<file path="config.mk">
export PLATFORM = sky130hd
export DESIGN_NAME = uart_tx
export DESIGN_NICKNAME = d
export VERILOG_FILES = /design/src/rtl/uart_tx_pkg.sv /design/src/rtl/uart_tx_baud_gen.sv /design/src/rtl/uart_tx.sv
export SDC_FILE = /design/constraint.sdc
export NUM_CORES = 1
export LEC_CHECK = 0
export CORE_ASPECT_RATIO = 1.5
export CORE_MARGIN = 2
export CORE_UTILIZATION = 46
export CTS_CLUSTER_DIAMETER = 50
export DETAILED_ROUTE_END_ITERATION = 12
export GPL_TIMING_DRIVEN = 0
export PLACE_DENSITY = 0.67
export SLEW_MARGIN = 20
export SYNTH_ARGS = -nofsm -noshare
export SYNTH_HDL_FRONTEND = slang
export SYNTH_SLANG_ARGS = --single-unit
</file>
<file path="constraint.sdc">
create_clock -name clk -period 2 [get_ports clk]
set_input_delay 0.6 -clock clk [delete_from_list [all_inputs] [get_ports clk]]
set_output_delay 0.6 -clock clk [all_outputs]
set_load 0.01 [all_outputs]
</file>
<file path="src/rtl/uart_tx_pkg.sv">
// ---------------------------------------------------------------------------
// uart_tx_pkg
// Shared definitions for the UART transmitter: the 3-bit FSM state encoding,
// the parity-mode constants and a helper that computes the parity line bit.
// No ports (package).
// ---------------------------------------------------------------------------
package uart_tx_pkg;

    typedef enum logic [2:0] {
        ST_IDLE   = 3'd0,
        ST_START  = 3'd1,
        ST_DATA   = 3'd2,
        ST_PARITY = 3'd3,
        ST_STOP   = 3'd4
    } state_e;

    localparam int PARITY_NONE = 0;
    localparam int PARITY_ODD  = 1;
    localparam int PARITY_EVEN = 2;

    // Even parity sends the XOR of the data bits; odd parity sends its inverse.
    function automatic logic parity_bit(input logic [7:0] data, input int mode);
        return (mode == PARITY_EVEN) ? ^data : ~^data;
    endfunction

endpackage

</file>
<file path="src/rtl/uart_tx_baud_gen.sv">
// ---------------------------------------------------------------------------
// uart_baud_gen
// Bit-time counter for the UART transmitter. Counts clocks within one line
// bit and raises bit_done_o for one cycle on the last clock of the bit.
// Ports:
//   clk        - rising-edge clock
//   reset      - synchronous active-high reset
//   clear_i    - restart counting from 0 on the next cycle
//   bit_done_o - one-cycle tick on the final clock of a bit time
// ---------------------------------------------------------------------------
module uart_baud_gen #(
    parameter int CLKS_PER_BIT = 10
) (
    input  logic clk,
    input  logic reset,
    input  logic clear_i,
    output logic bit_done_o
);

    localparam int CNT_W = (CLKS_PER_BIT < 2) ? 1 : $clog2(CLKS_PER_BIT);
    localparam logic [CNT_W-1:0] LAST = CNT_W'(CLKS_PER_BIT - 1);

    logic [CNT_W-1:0] cnt_q;
    logic [CNT_W-1:0] cnt_d;

    assign bit_done_o = (cnt_q == LAST);

    // The counter wraps to 0 on its own at the end of each bit, so a bit time
    // never exceeds CLKS_PER_BIT clocks even without a clear.
    always_comb begin
        cnt_d = cnt_q + 1'b1;
        if (clear_i || bit_done_o) begin
            cnt_d = '0;
        end
    end

    always_ff @(posedge clk) begin
        if (reset) begin
            cnt_q <= '0;
        end else begin
            cnt_q <= cnt_d;
        end
    end

endmodule

</file>
<file path="src/rtl/uart_tx.sv">
// ---------------------------------------------------------------------------
// uart_tx
// UART transmitter that pops bytes from an upstream FIFO and serialises them
// as start bit, 8 data bits LSB first, optional parity bit and 1 or 2 stop
// bits.
// Parameters: CLK_FREQ (Hz), BIT_RATE (bit/s), PARITY (0 none/1 odd/2 even),
//             STOP_BITS (1 or 2).
// Ports:
//   clk        - rising-edge clock
//   reset      - synchronous active-high reset
//   enable     - allows new frames to start while high
//   fifo_empty - upstream FIFO empty flag
//   fifo_data  - upstream FIFO head word
//   fifo_read  - one-cycle pop strobe to the FIFO
//   tx         - serial line, idle high
//   busy       - high whenever a frame is in progress
// ---------------------------------------------------------------------------
module uart_tx
    import uart_tx_pkg::*;
#(
    parameter int CLK_FREQ  = 25000000,
    parameter int BIT_RATE  = 9600,
    parameter int PARITY    = 0,
    parameter int STOP_BITS = 1
) (
    input  logic       clk,
    input  logic       reset,
    input  logic       enable,
    input  logic       fifo_empty,
    input  logic [7:0] fifo_data,
    output logic       fifo_read,
    output logic       tx,
    output logic       busy
);

    localparam int CLKS_PER_BIT = CLK_FREQ / BIT_RATE;

    if (CLKS_PER_BIT < 2) begin : g_bad_rate
        $error("uart_tx: CLK_FREQ/BIT_RATE must be at least 2");
    end
    if (STOP_BITS != 1 && STOP_BITS != 2) begin : g_bad_stop
        $error("uart_tx: STOP_BITS must be 1 or 2");
    end
    if (PARITY < PARITY_NONE || PARITY > PARITY_EVEN) begin : g_bad_parity
        $error("uart_tx: PARITY must be 0, 1 or 2");
    end

    state_e     state_q, state_d;
    logic [7:0] shift_q, shift_d;
    logic       parity_q, parity_d;
    logic [2:0] bit_idx_q, bit_idx_d;
    logic       stop_idx_q, stop_idx_d;
    logic       baud_clear;
    logic       bit_done;

    uart_baud_gen #(
        .CLKS_PER_BIT(CLKS_PER_BIT)
    ) u_baud (
        .clk       (clk),
        .reset     (reset),
        .clear_i   (baud_clear),
        .bit_done_o(bit_done)
    );

    assign busy = (state_q != ST_IDLE);

    // Next-state and output logic. The baud counter is cleared on every state
    // change (and held clear in IDLE) so each state starts a fresh bit time.
    // The pop is gated by reset so a reset in the pop cycle never consumes
    // a byte.
    always_comb begin
        state_d    = state_q;
        shift_d    = shift_q;
        parity_d   = parity_q;
        bit_idx_d  = bit_idx_q;
        stop_idx_d = stop_idx_q;
        fifo_read  = 1'b0;
        tx         = 1'b1;
        baud_clear = 1'b0;

        case (state_q)
            ST_IDLE: begin
                baud_clear = 1'b1;
                bit_idx_d  = 3'd0;
                stop_idx_d = 1'b0;
                if (enable && !fifo_empty && !reset) begin
                    fifo_read = 1'b1;
                    shift_d   = fifo_data;
                    parity_d  = parity_bit(fifo_data, PARITY);
                    state_d   = ST_START;
                end
            end

            ST_START: begin
                tx = 1'b0;
                if (bit_done) begin
                    state_d    = ST_DATA;
                    bit_idx_d  = 3'd0;
                    baud_clear = 1'b1;
                end
            end

            ST_DATA: begin
                tx = shift_q[0];
                if (bit_done) begin
                    shift_d = {1'b0, shift_q[7:1]};
                    if (bit_idx_q == 3'd7) begin
                        state_d    = (PARITY != PARITY_NONE) ? ST_PARITY : ST_STOP;
                        bit_idx_d  = 3'd0;
                        baud_clear = 1'b1;
                    end else begin
                        bit_idx_d = bit_idx_q + 3'd1;
                    end
                end
            end

            ST_PARITY: begin
                tx = parity_q;
                if (bit_done) begin
                    state_d    = ST_STOP;
                    baud_clear = 1'b1;
                end
            end

            ST_STOP: begin
                tx = 1'b1;
                if (bit_done) begin
                    // A second stop bit stays in STOP; the baud counter wraps
                    // by itself so no clear is needed between the two.
                    if (STOP_BITS == 2 && stop_idx_q == 1'b0) begin
                        stop_idx_d = 1'b1;
                    end else begin
                        state_d    = ST_IDLE;
                        stop_idx_d = 1'b0;
                        baud_clear = 1'b1;
                    end
                end
            end

            default: begin
                state_d    = ST_IDLE;
                baud_clear = 1'b1;
            end
        endcase
    end

    always_ff @(posedge clk) begin
        if (reset) begin
            state_q    <= ST_IDLE;
            shift_q    <= 8'h00;
            parity_q   <= 1'b0;
            bit_idx_q  <= 3'd0;
            stop_idx_q <= 1'b0;
        end else begin
            state_q    <= state_d;
            shift_q    <= shift_d;
            parity_q   <= parity_d;
            bit_idx_q  <= bit_idx_d;
            stop_idx_q <= stop_idx_d;
        end
    end

endmodule

</file>
==> results.ini <==
[synth]
synth_area_um2=1340
ys_async_sr_fraction=0
synthCells=151
yosysMostFrequentCell=dfxtp_1
avgSynthCellArea_um2=8.89
yosysWarnings=0
synth_edf_count=0
synth_flop_cell=dfxtp_1
synth_fp_nets=166
ys_top_cells_by_count=dfxtp_1, nor2_1, inv_1, xnor2_1
post-synth-top-area-cell=dfxtp_1
synth.distinct_cells=34
synth.top_cell.area_share=0.403
yosysSeqAreaShare=0.403
synth_area_leaders=dfxtp_1, xnor2_1, nor2_1
ys_ff_latch=27

[final_layout]
postLayoutCellArea_um2=1700
fin_nets=191
fillers=250
drive_gt1_frac=0.217
syn_to_final_growth_pct=26.7
post-route-util=0.596
n_antenna_cell=0

[power_and_ir_drop]
vdd_drop_max_v=0.000536
pwr_density_cell_nw_per_um2=572
power.leakage_nw=0.589

[global_route]
grt_max_degree=15
antenna_found_initial=0
grt_pass1_wl_mm=4.57
grt_usage=0.186
grt.overflow.total=0
grt_pass1_vias=1141

[clock_tree]
clk_latency_ns=0.27
cts.root.buffer_cell=clkbuf_8
path_clk_slew_ns=0.08
ctsHoldBuffers=0
h-tree-depth=1
cts_tree=built
clockBufferDepth=2
cts.sinks=27
cts_made_buffers=3

[route]
num_vias=1131
drcViolationCount=0
routed_via_density=5.29
drt_wl_total_mm=2.80
ant_nets=0
wl_per_cell_um=13.1
first_pass_iters=4
drtIter0Drc=16

[die]
row_count=24
dieWidth_um=48.1
io_pins=15
die_h_um=70.2
core_um2=2850
initial_core_util=0.471
die_area_um2=3380

[critical_path]
crit_family=buffers and inverters
path_class=in2out
cp_max_fo=2
end_kind=output pin
max_stage_delay_ns=0.22
cp-start-kind=input port
required_ns=1.40
worstPathBufferInverterCount=4
cp.arrival_ns=1.35
slowest_stage=dlygate4sd2_1
crit_chain=dlygate4sd2_1 -> nand4b_1 -> clkbuf_8 -> inv_4 -> buf_6

[timing]
slew_violations=0
worst_pin_slew_ns=0.549
rsz0062_at_grt=no
fmax_ghz=0.512
hold_viol=0
period_needed_ns=1.95
relSlewSlack=0.634
fin_ws_ns=0.0465
setup_viol=0
finClkSkew_ns=0.00236
finalCritPeriodShare=0.977

[placement]
placed_cell_area_um2=1530
gp_congestion=0.793
portBuffers=14
hpwl_mm=2.05
dpl_worst_slack_ns=-1.01

[worst_hold_path]
hold_class=reg2reg

[run_status]
outcome=finished, final reports clean

[run]
maxCapViolations=0

==> kinds of logic (layout without fill, tap and decap cells) <==
| family | after synthesis | in the layout | synth area share |
|---|---|---|---|
| buffers and inverters | 18 | 42 | 0.0522 |
| AOI/OAI and AO/OA | 27 | 27 | 0.144 |
| adders and majority gates | 3 | 3 | 0.0280 |
| DFF | 27 | 27 | 0.403 |
| xor gates and xnor gates | 17 | 17 | 0.111 |
| and+or+nand+nor | 59 | 59 | 0.263 |
==> cells in the final DEF (no fill, tap or decap), types with 2 or more instances in the layout <==
| cell | instances |
|---|---|
| clkdlybuf4s50_1 | 8 |
| nand4b_1 | 2 |
| a22o_1 | 2 |
| a211oi_1 | 3 |
| nor2_1 | 15 |
| buf_4 | 7 |
| o21ai_0 | 4 |
| ha_1 | 2 |
| clkbuf_2 | 2 |
| buf_6 | 2 |
| xor2_1 | 6 |
| xnor2_1 | 11 |
| clkbuf_1 | 2 |
| clkbuf_8 | 4 |
| nor4_1 | 2 |
| nand3b_1 | 2 |
| dlygate4sd2_1 | 2 |
| buf_2 | 3 |
| dfxtp_1 | 26 |
| nand4_1 | 4 |
| a221oi_2 | 3 |
| inv_1 | 9 |
| nor3_1 | 3 |
| nand3_1 | 7 |
| nor2b_1 | 7 |
| a21oi_1 | 3 |
| and4_1 | 2 |
| nand2_1 | 3 |
| a221oi_1 | 4 |
| a211oi_2 | 4 |
==> per-layer routing <==
| metal | GRT usage | up-vias | wire, um |
|---|---|---|---|
| li1 | - | 583 | - |
| met5 | 0 | - | 0 |
| met4 | 0.105 | 0 | 102 |
| met1 | 0.194 | 525 | 1170 |
| met2 | 0.323 | 14 | 1480 |
| met3 | 0.0284 | 9 | 50 |
==> tightest hold or removal path, delay by kind of cell, from the launching register on <==
| kind | cells | cell delay (ns) |
|---|---|---|
| flops | 1 | 0.32 |
| compound gates | 1 | 0.05 |
| buf+inv | 1 | 0.06 |
==> cell type report <==
type,count,area [um^2],area share
multi-input combinational,106,795,0.467
sequential,27,544,0.320
timing repair buffer,21,181,0.107
tap,39,48.8,0.0287
clock buffer,4,45.0,0.0265
buffer,6,43.8,0.0257
inverter,11,43.8,0.0257
==> final timing paths <==
| path | from | end | slack (ns) | depth (start not counted) |
|---|---|---|---|---|
| worst max-delay path | fifo_empty | fifo_read | 0.05 | 5 |
| worst max register to register | state_q[1]$_SDFFE_PP0P_ | shift_q[0]$_SDFFE_PP0P_ | 0.12 | 10 |
| worst min-delay path | shift_q[5]$_SDFFE_PP0P_ | shift_q[5]$_SDFFE_PP0P_ | 0.47 | 2 |
| worst min register to register | shift_q[5]$_SDFFE_PP0P_ | shift_q[5]$_SDFFE_PP0P_ | 0.47 | 2 |
==> power breakdown <==
part / internal, W / total (W) / switching (W)
Combinational: 0.0000648 / 0.000116 / 0.0000511
Sequential: 0.000549 / 0.000558 / 0.00000961
Clock: 0.000143 / 0.000299 / 0.000156
==> per-stage QoR <==
step / hold WS (ns) / TNS (ns) / instances / total power, W
after CTS: 0.465 / 0 / 214 / 0.000981
after global placement: 0.444 / -2.96 / 204 / 0.000668
final: 0.470 / 0 / 214 / 0.000973
after global routing: 0.490 / 0 / 214 / 0.00101
after floorplan: 0.434 / 0 / 151 / 0.000625
after detailed placement: 0.450 / -3.28 / 204 / 0.000670
==> what timing repair did <==
action / 4_1_cts / 5_1_grt
buffers inserted: 7 / 0
pin swaps: 2 / 1
setup endpoints to repair: 8 / 20
resized for setup: 32 / 14
==> flip-flops by register name, indices dropped and copies added (netlist names) <==
| register | cells |
|---|---|
| u_baud.cnt_q | 12 |
| shift_q | 8 |
| bit_idx_q | 3 |
| state_q | 3 |
| parity_q | 1 |
Power figures use the tool's default switching activity.
